==> config.mk <==
export PLATFORM = sky130hd
export DESIGN_NAME = usb_rx_frontend
export DESIGN_NICKNAME = d
export VERILOG_FILES = /design/src/rtl/usb_rx_frontend.sv
export SDC_FILE = /design/constraint.sdc
export NUM_CORES = 1
export LEC_CHECK = 0
export BUFFER_PORTS_ARGS = -buffer_cell sky130_fd_sc_hd__buf_2
export CAP_MARGIN = 30
export CELL_PAD_IN_SITES_DETAIL_PLACEMENT = 0
export CELL_PAD_IN_SITES_GLOBAL_PLACEMENT = 1
export CORE_AREA = 2 2 71 73
export CTS_CLUSTER_DIAMETER = 150
export DETAILED_ROUTE_END_ITERATION = 6
export DIE_AREA = 0 0 73 75
export PLACE_DENSITY = 0.79
export SYNTH_ARGS = -nofsm -noshare
export SYNTH_HDL_FRONTEND = slang
export SYNTH_SLANG_ARGS = --single-unit
==> constraint.sdc <==
create_clock -name clk -period 1.6 [get_ports clk]
set_input_delay 0.24 -clock clk [delete_from_list [all_inputs] [get_ports clk]]
set_output_delay 0.24 -clock clk [all_outputs]
set_load 0.03 [all_outputs]
==> src/rtl/usb_rx_frontend.sv <==
// USB full-speed receive front end: line synchronizer, packet-start detect,
// bit-timing recovery, NRZI decode with bit-unstuffing, shift register and EOP detect.
module usb_rx_frontend (
    input  logic        clk,
    input  logic        n_rst,
    input  logic        d_plus,
    input  logic        d_minus,
    input  logic        timer_clear,
    output logic        d_plus_sync,
    output logic        d_minus_sync,
    output logic        edge_start,
    output logic        shift_enable,
    output logic [15:0] rcv_data,
    output logic        one_byte,
    output logic        two_byte,
    output logic        eop,
    output logic        stuff_err
);

    typedef enum logic [1:0] {IDLE, RUN, EOP} state_t;

    state_t     state, state_next;
    logic       dp_meta, dm_meta, dp_prev;
    logic [2:0] timer;
    logic [2:0] ones;
    logic [3:0] cnt;
    logic       byte_seen;
    logic       last_lvl;

    logic dp_edge, sample, se0, j_state, bit_val, is_stuff, accept, clear_pkt;

    assign dp_edge  = (dp_prev != d_plus_sync);
    assign sample   = (state != IDLE) && (timer == 3'd3);
    assign se0      = !d_plus_sync && !d_minus_sync;
    assign j_state  = d_plus_sync && !d_minus_sync;
    assign bit_val  = (d_plus_sync == last_lvl);
    assign is_stuff = (ones == 3'd6);

    // J->K edge opens a packet; a pending abort wins over the start
    assign edge_start = (state == IDLE) && dp_prev && !d_plus_sync && d_minus_sync && !timer_clear;
    assign accept     = (state == RUN) && sample && !se0 && !is_stuff && !timer_clear;
    assign clear_pkt  = timer_clear || ((state != IDLE) && (state_next == IDLE));

    assign one_byte = byte_seen && (cnt[2:0] == 3'd0);
    assign two_byte = byte_seen && (cnt == 4'd0);

    always_ff @(posedge clk or negedge n_rst) begin
        if (!n_rst) state <= IDLE;
        else        state <= state_next;
    end

    always_comb begin
        state_next = state;
        if (timer_clear) begin
            state_next = IDLE;
        end else begin
            case (state)
                IDLE:    if (edge_start)         state_next = RUN;
                RUN:     if (sample && se0)      state_next = EOP;
                EOP:     if (sample && j_state)  state_next = IDLE;
                default:                         state_next = IDLE;
            endcase
        end
    end

    always_ff @(posedge clk or negedge n_rst) begin
        if (!n_rst) begin
            dp_meta      <= 1'b1;
            d_plus_sync  <= 1'b1;
            dm_meta      <= 1'b0;
            d_minus_sync <= 1'b0;
            dp_prev      <= 1'b1;
            timer        <= 3'd0;
            ones         <= 3'd0;
            cnt          <= 4'd0;
            byte_seen    <= 1'b0;
            last_lvl     <= 1'b1;
            rcv_data     <= 16'd0;
            shift_enable <= 1'b0;
            eop          <= 1'b0;
            stuff_err    <= 1'b0;
        end else begin
            dp_meta      <= d_plus;
            d_plus_sync  <= dp_meta;
            dm_meta      <= d_minus;
            d_minus_sync <= dm_meta;
            dp_prev      <= d_plus_sync;
            shift_enable <= accept;

            if (clear_pkt) begin
                timer     <= 3'd0;
                ones      <= 3'd0;
                cnt       <= 4'd0;
                byte_seen <= 1'b0;
                eop       <= 1'b0;
            end else if (edge_start) begin
                timer     <= 3'd0;
                ones      <= 3'd0;
                cnt       <= 4'd0;
                byte_seen <= 1'b0;
                last_lvl  <= 1'b1;
                rcv_data  <= 16'd0;
                stuff_err <= 1'b0;
            end else if (state != IDLE) begin
                // every line transition re-centres the sample point
                timer <= dp_edge ? 3'd0 : timer + 3'd1;
                if (sample && (state == RUN)) begin
                    if (se0) begin
                        eop <= 1'b1;
                    end else begin
                        last_lvl <= d_plus_sync;
                        if (is_stuff) begin
                            ones <= 3'd0;
                            if (bit_val) stuff_err <= 1'b1;
                        end else begin
                            ones     <= bit_val ? ones + 3'd1 : 3'd0;
                            rcv_data <= {bit_val, rcv_data[15:1]};
                            cnt      <= cnt + 4'd1;
                            if (cnt == 4'd7) byte_seen <= 1'b1;
                        end
                    end
                end
            end
        end
    end

endmodule

After elaboration in Yosys (flattened, before gate mapping)
Cells that the tools add are included.

Add/subtract/negate cells: 3. Eq/ne operators: 12. Mux-type cells: 49. Bitwise operators: 1. Reductions and logical operators: 44.

Operators with widths (count): 16-bit two-way mux (5); 3-bit two-way mux (11); 4-bit two-way mux (6); 1-bit two-way mux (22); 1-bit logical AND (16); 2-bit nonzero test (8); 4-bit AND reduction (3); 5-bit AND reduction (2); 3-bit nonzero test (3); 2-bit two-way mux (4); 3-bit by 1-bit adder with 3-bit output (second input constant) (2); 3-bit by 2-bit != test with 1-bit output (second input constant) (2); 2-bit case mux with 3 select lines (1); 6-bit AND reduction (1); 1-bit zero test (5); 4-bit by 1-bit adder with 4-bit output (second input constant) (1); 4-bit by 3-bit == test with 1-bit output (second input constant) (1); 2-bit zero test (2); 4-bit zero test (1); 2-bit != test (second input constant) (2); 3-bit by 2-bit == test with 1-bit output (second input constant) (1); 3-bit == test (second input constant) (1); 3-bit zero test (1); 3-bit AND reduction (1); 7 further kinds (7).

Register bits after elaboration: 38. Input bits: 5.

Depth between registers and ports, before layout
Depth after elaboration: 13. Depth in mapped cells: 7.

Worst setup path after synthesis
OpenSTA, ideal clock, no wires.

Path kind: reg2out. Start: reg cnt[0]. End: out two_byte. Arrival time: 1.917 ns. Data required time: 1.360 ns. Slack: -0.557 ns. Stages on the path, launching flop included: 5. Cells stage by stage: dfrtp_1 inv_1 ha_1 nor3b_1 nor2b_1.

Longest elaborated chain between the ends: 2.

RTL lines: from (decl) (RTL line 26) `logic [3:0] cnt;`; from (signal assigned) (RTL line 118) `cnt <= cnt + 4'd1;`; 4-bit zero test (RTL line 45) `assign two_byte = byte_seen && (cnt == 4'd0);`; 1-bit logical AND (RTL line 45); to (decl) (RTL line 15) `output logic two_byte,`.

No other way between the ends.

Worst setup path after layout
Start: reg dp_prev. End: out edge_start.

Longest elaborated chain between the ends: 4.

RTL lines: from (decl) (RTL line 23) `logic dp_meta, dm_meta, dp_prev;`; from (signal assigned) (RTL line 87) `dp_prev <= d_plus_sync;`; 1-bit logical AND (4 in a row) (RTL line 40) `assign edge_start = (state == IDLE) && dp_prev && !d_plus_sync && d_minus_sync && !timer_clear;`; to (decl) (RTL line 11) `output logic edge_start,`.

No other way between the ends.

==> flow_summary.ini <==
[route]
vias_per_cell = 5.03
routedWlPerCell_um = 14.2
drt_wl_total_um = 4230
drt_iter0_markers = 42
via_count = 1498
ant_nets = 0
drcViolationCount = 0
dr.pass1.iters = 4

[place]
placed_cells = 272
routabilityCongestion = 0.762
dp_hpwl_um = 2520
post_dp_cell_area_um2 = 2110
io_buffers = 28

[timing]
clock_skew_ns = 0.00804
drv_slew = 0
fin_hold_ws_ns = -0.00787
finalCriticalPeriod_ns = 1.83
fin_crit_sh = 1.14
relSlewSlack = 0.678
worst_slack_ns = -0.229
hold_violations = 26
worst_slew_pin_slew_ns = 0.483
fmax_mhz = 547
finalSetupViolCount = 24
rsz0062_at_grt = yes
fin_setup_tns_ns = -2.37

[cells_and_area]
regArea_um2 = 956
drive_gt1_frac = 0.434
area_growth_syn_to_layout_pct = 48.3
fill_cells = 405
fin_nets = 254
num_antenna_cells = 0
stdcell_area_um2 = 2580
multi_input_area_um2 = 835
fin_cells = 298

[yosys]
yosysUniqueCellTypes = 36
syn_inst = 178
yosysTopAreaCell = dfrtp_1
synth-seq-cells = 38
netlist_area_um2 = 1740
synth.avg_cell_area_um2 = 9.78
yosysTopAreaCellShare = 0.489
synthesis.nets = 189
synth_warnings = 0
yosys-top-cells-area = dfrtp_1, nand2_1, dfstp_2
yosysSeqAreaShare = 0.549

[global_route]
antenna_found_initial = 0
overflow = 0
grt_max_degree = 39
grt_pass1_wl_um = 6860
grt.total_usage = 0.168
grt_pass1_vias = 1449

[floorplan]
num_io_pins = 29
coreArea_um2 = 4660
dieArea_um2 = 5480
floorplan.die.width_um = 73
fp.dieH_um = 75
std_cell_rows = 25
start_util = 0.373

[setup_path]
r2r_setup_slack_ns = -0.13
r2r-start = d_plus_sync$_DFF_PN1_
r2r.worst_path.cells = 9
startpoint_type = flip-flop
end_kind = output pin
path_max_fanout = 3
crit_type = flip-flop to output pin
r2r-end = rcv_data[9]$_DFFE_PN0P_
arrival_ns = 1.59
critPathLaunch = dp_prev$_DFF_PN1_
crit_required_ns = 1.36

[run_status]
status = complete, but fails checks
violations = hold timing, setup timing

[power_and_ir_drop]
combPwrFrac = 0.070
vdd_drop_max_mv = 0.494
p_int_uw = 1660
p_sw_frac = 0.211
power_frac_clock = 0.462
powerDensity_nw_per_um2 = 817
p_leak_uw = 0.00119
power.switching_uw = 446
p_seq_frac = 0.467

[clock_network]
cts_sinks = 38
cts.path.max_buffers = 2
path_clk_slew_ns = 0.08
cts_made_buffers = 5
clock-root-buffer = clkbuf_8
cts_tree = built
htree_levels = 2
hold_buffers = 0
worst_skew_pair.late_latency_ns = 0.29

[min_path]
min_path_type = input port to asynchronous set/reset pin

[flow_run]
max_cap_violations = 0
## worst max-delay path, stage by stage (launching register included)
cell and delay [ns]:
dfstp_2 0.53, nand4bb_1 0.15, or3_4 0.40, clkinvlp_4 0.09
buf_6 0.12
## what timing repair did
action | CTS | global route
gates resized for setup | 21 | 22
buffers inserted | 11 | 4
pin swaps | 5 | 5
gates cloned | 4 | 0
setup endpoints to repair | 26 | 29
## cells by family after synthesis
group           count (synthesis)  synth area share
flops                          38             0.549
compound gates                 35             0.126
xor+xnor                        4            0.0201
fa+ha+maj                       6            0.0431
simple gates                   75             0.211
buf+inv                        19            0.0453
mux                             1           0.00575
## worst max path at each step
stage | end | slack [ns] | cells after the start
after floorplan | byte_seen$_DFFE_PN0P_ | -0.12 | 5
after global placement | byte_seen$_DFFE_PN0P_ | -0.04 | 6
after detailed placement | byte_seen$_DFFE_PN0P_ | -0.08 | 6
after CTS | edge_start | -0.23 | 4
after global routing | edge_start | -0.28 | 4
final | edge_start | -0.23 | 4
## sequential cells by signal, indices dropped and copies added (netlist names)
| register | flops |
|---|---|
| rcv_data | 16 |
| cnt | 4 |
| ones | 3 |
| timer | 3 |
| state | 2 |
| byte_seen | 1 |
| d_minus_sync | 1 |
| d_plus_sync | 1 |
| dm_meta | 1 |
| dp_meta | 1 |
| dp_prev | 1 |
| eop | 1 |
| last_lvl | 1 |
| shift_enable | 1 |
| stuff_err | 1 |
## cell type report
type | count | share of cell area
Inverter | 11 | 0.0175
Multi-Input combinational cell | 121 | 0.323
Clock buffer | 5 | 0.0267
Timing Repair Buffer | 66 | 0.209
Sequential cell | 38 | 0.370
Clock inverter | 3 | 0.0267
Tap cell | 54 | 0.0262
## layer usage
| metal | part of all wire | GRT usage | vias up |
|---|---|---|---|
| li1 | - | - | 722 |
| met1 | 0.45 | 0.218 | 738 |
| met2 | 0.49 | 0.272 | 31 |
| met3 | 0.043 | 0.0455 | 7 |
| met4 | 0.014 | 0.0617 | 0 |
| met5 | 0 | 0 | - |
## power groups by stage
stage          sequential, uW  combinational (uW)  clock, uW
5_1_grt                   987                 162       1040
6_report                  986                 148        974
3_5_place_dp             1000                 122          0
2_1_floorplan            1010                49.5          0
3_3_place_gp             1000                 123          0
4_1_cts                   985                 147       1000
## cell usage after synthesis (all sizes together)
master,number
nand2b,3
a21oi,8
o32a,1
nor2b,1
and2,1
a31oi,2
xor2,2
nand3,2
ha,6
nand2,44
nor2,9
mux2i,1
clkbuf,2
nand4bb,1
o21ai,19
xnor2,2
a21boi,1
or2,1
buf,6
o211ai,1
nand4,1
nor3,3
o41ai,1
inv,11
dfrtp,34
nor4,2
o32ai,1
a2bb2oi,1
or3,5
dfstp,4
nor3b,2
## placed cells by master (no fill, tap or decap), drive strengths merged, types with 2 or more instances in the layout
master,instances
buf,64
nand2,44
dfrtp,34
o21ai,19
inv,10
nor2,9
a21oi,8
ha,6
clkbuf,5
or3,5
dfstp,4
nor3,3
nand2b,3
nand3,2
xor2,2
bufinv,2
bufbuf,2
nor3b,2
a31oi,2
nor4,2
xnor2,2
## stage by stage
step,power [uW],utilization,setup WS [ns]
6_report,2110,0.554,-0.229
5_1_grt,2190,0.554,-0.283
4_1_cts,2130,0.535,-0.227
3_5_place_dp,1130,0.452,-0.0757
3_3_place_gp,1130,0.452,-0.0359
2_1_floorplan,1060,-,-0.121
Power figures use the tool's default switching activity.
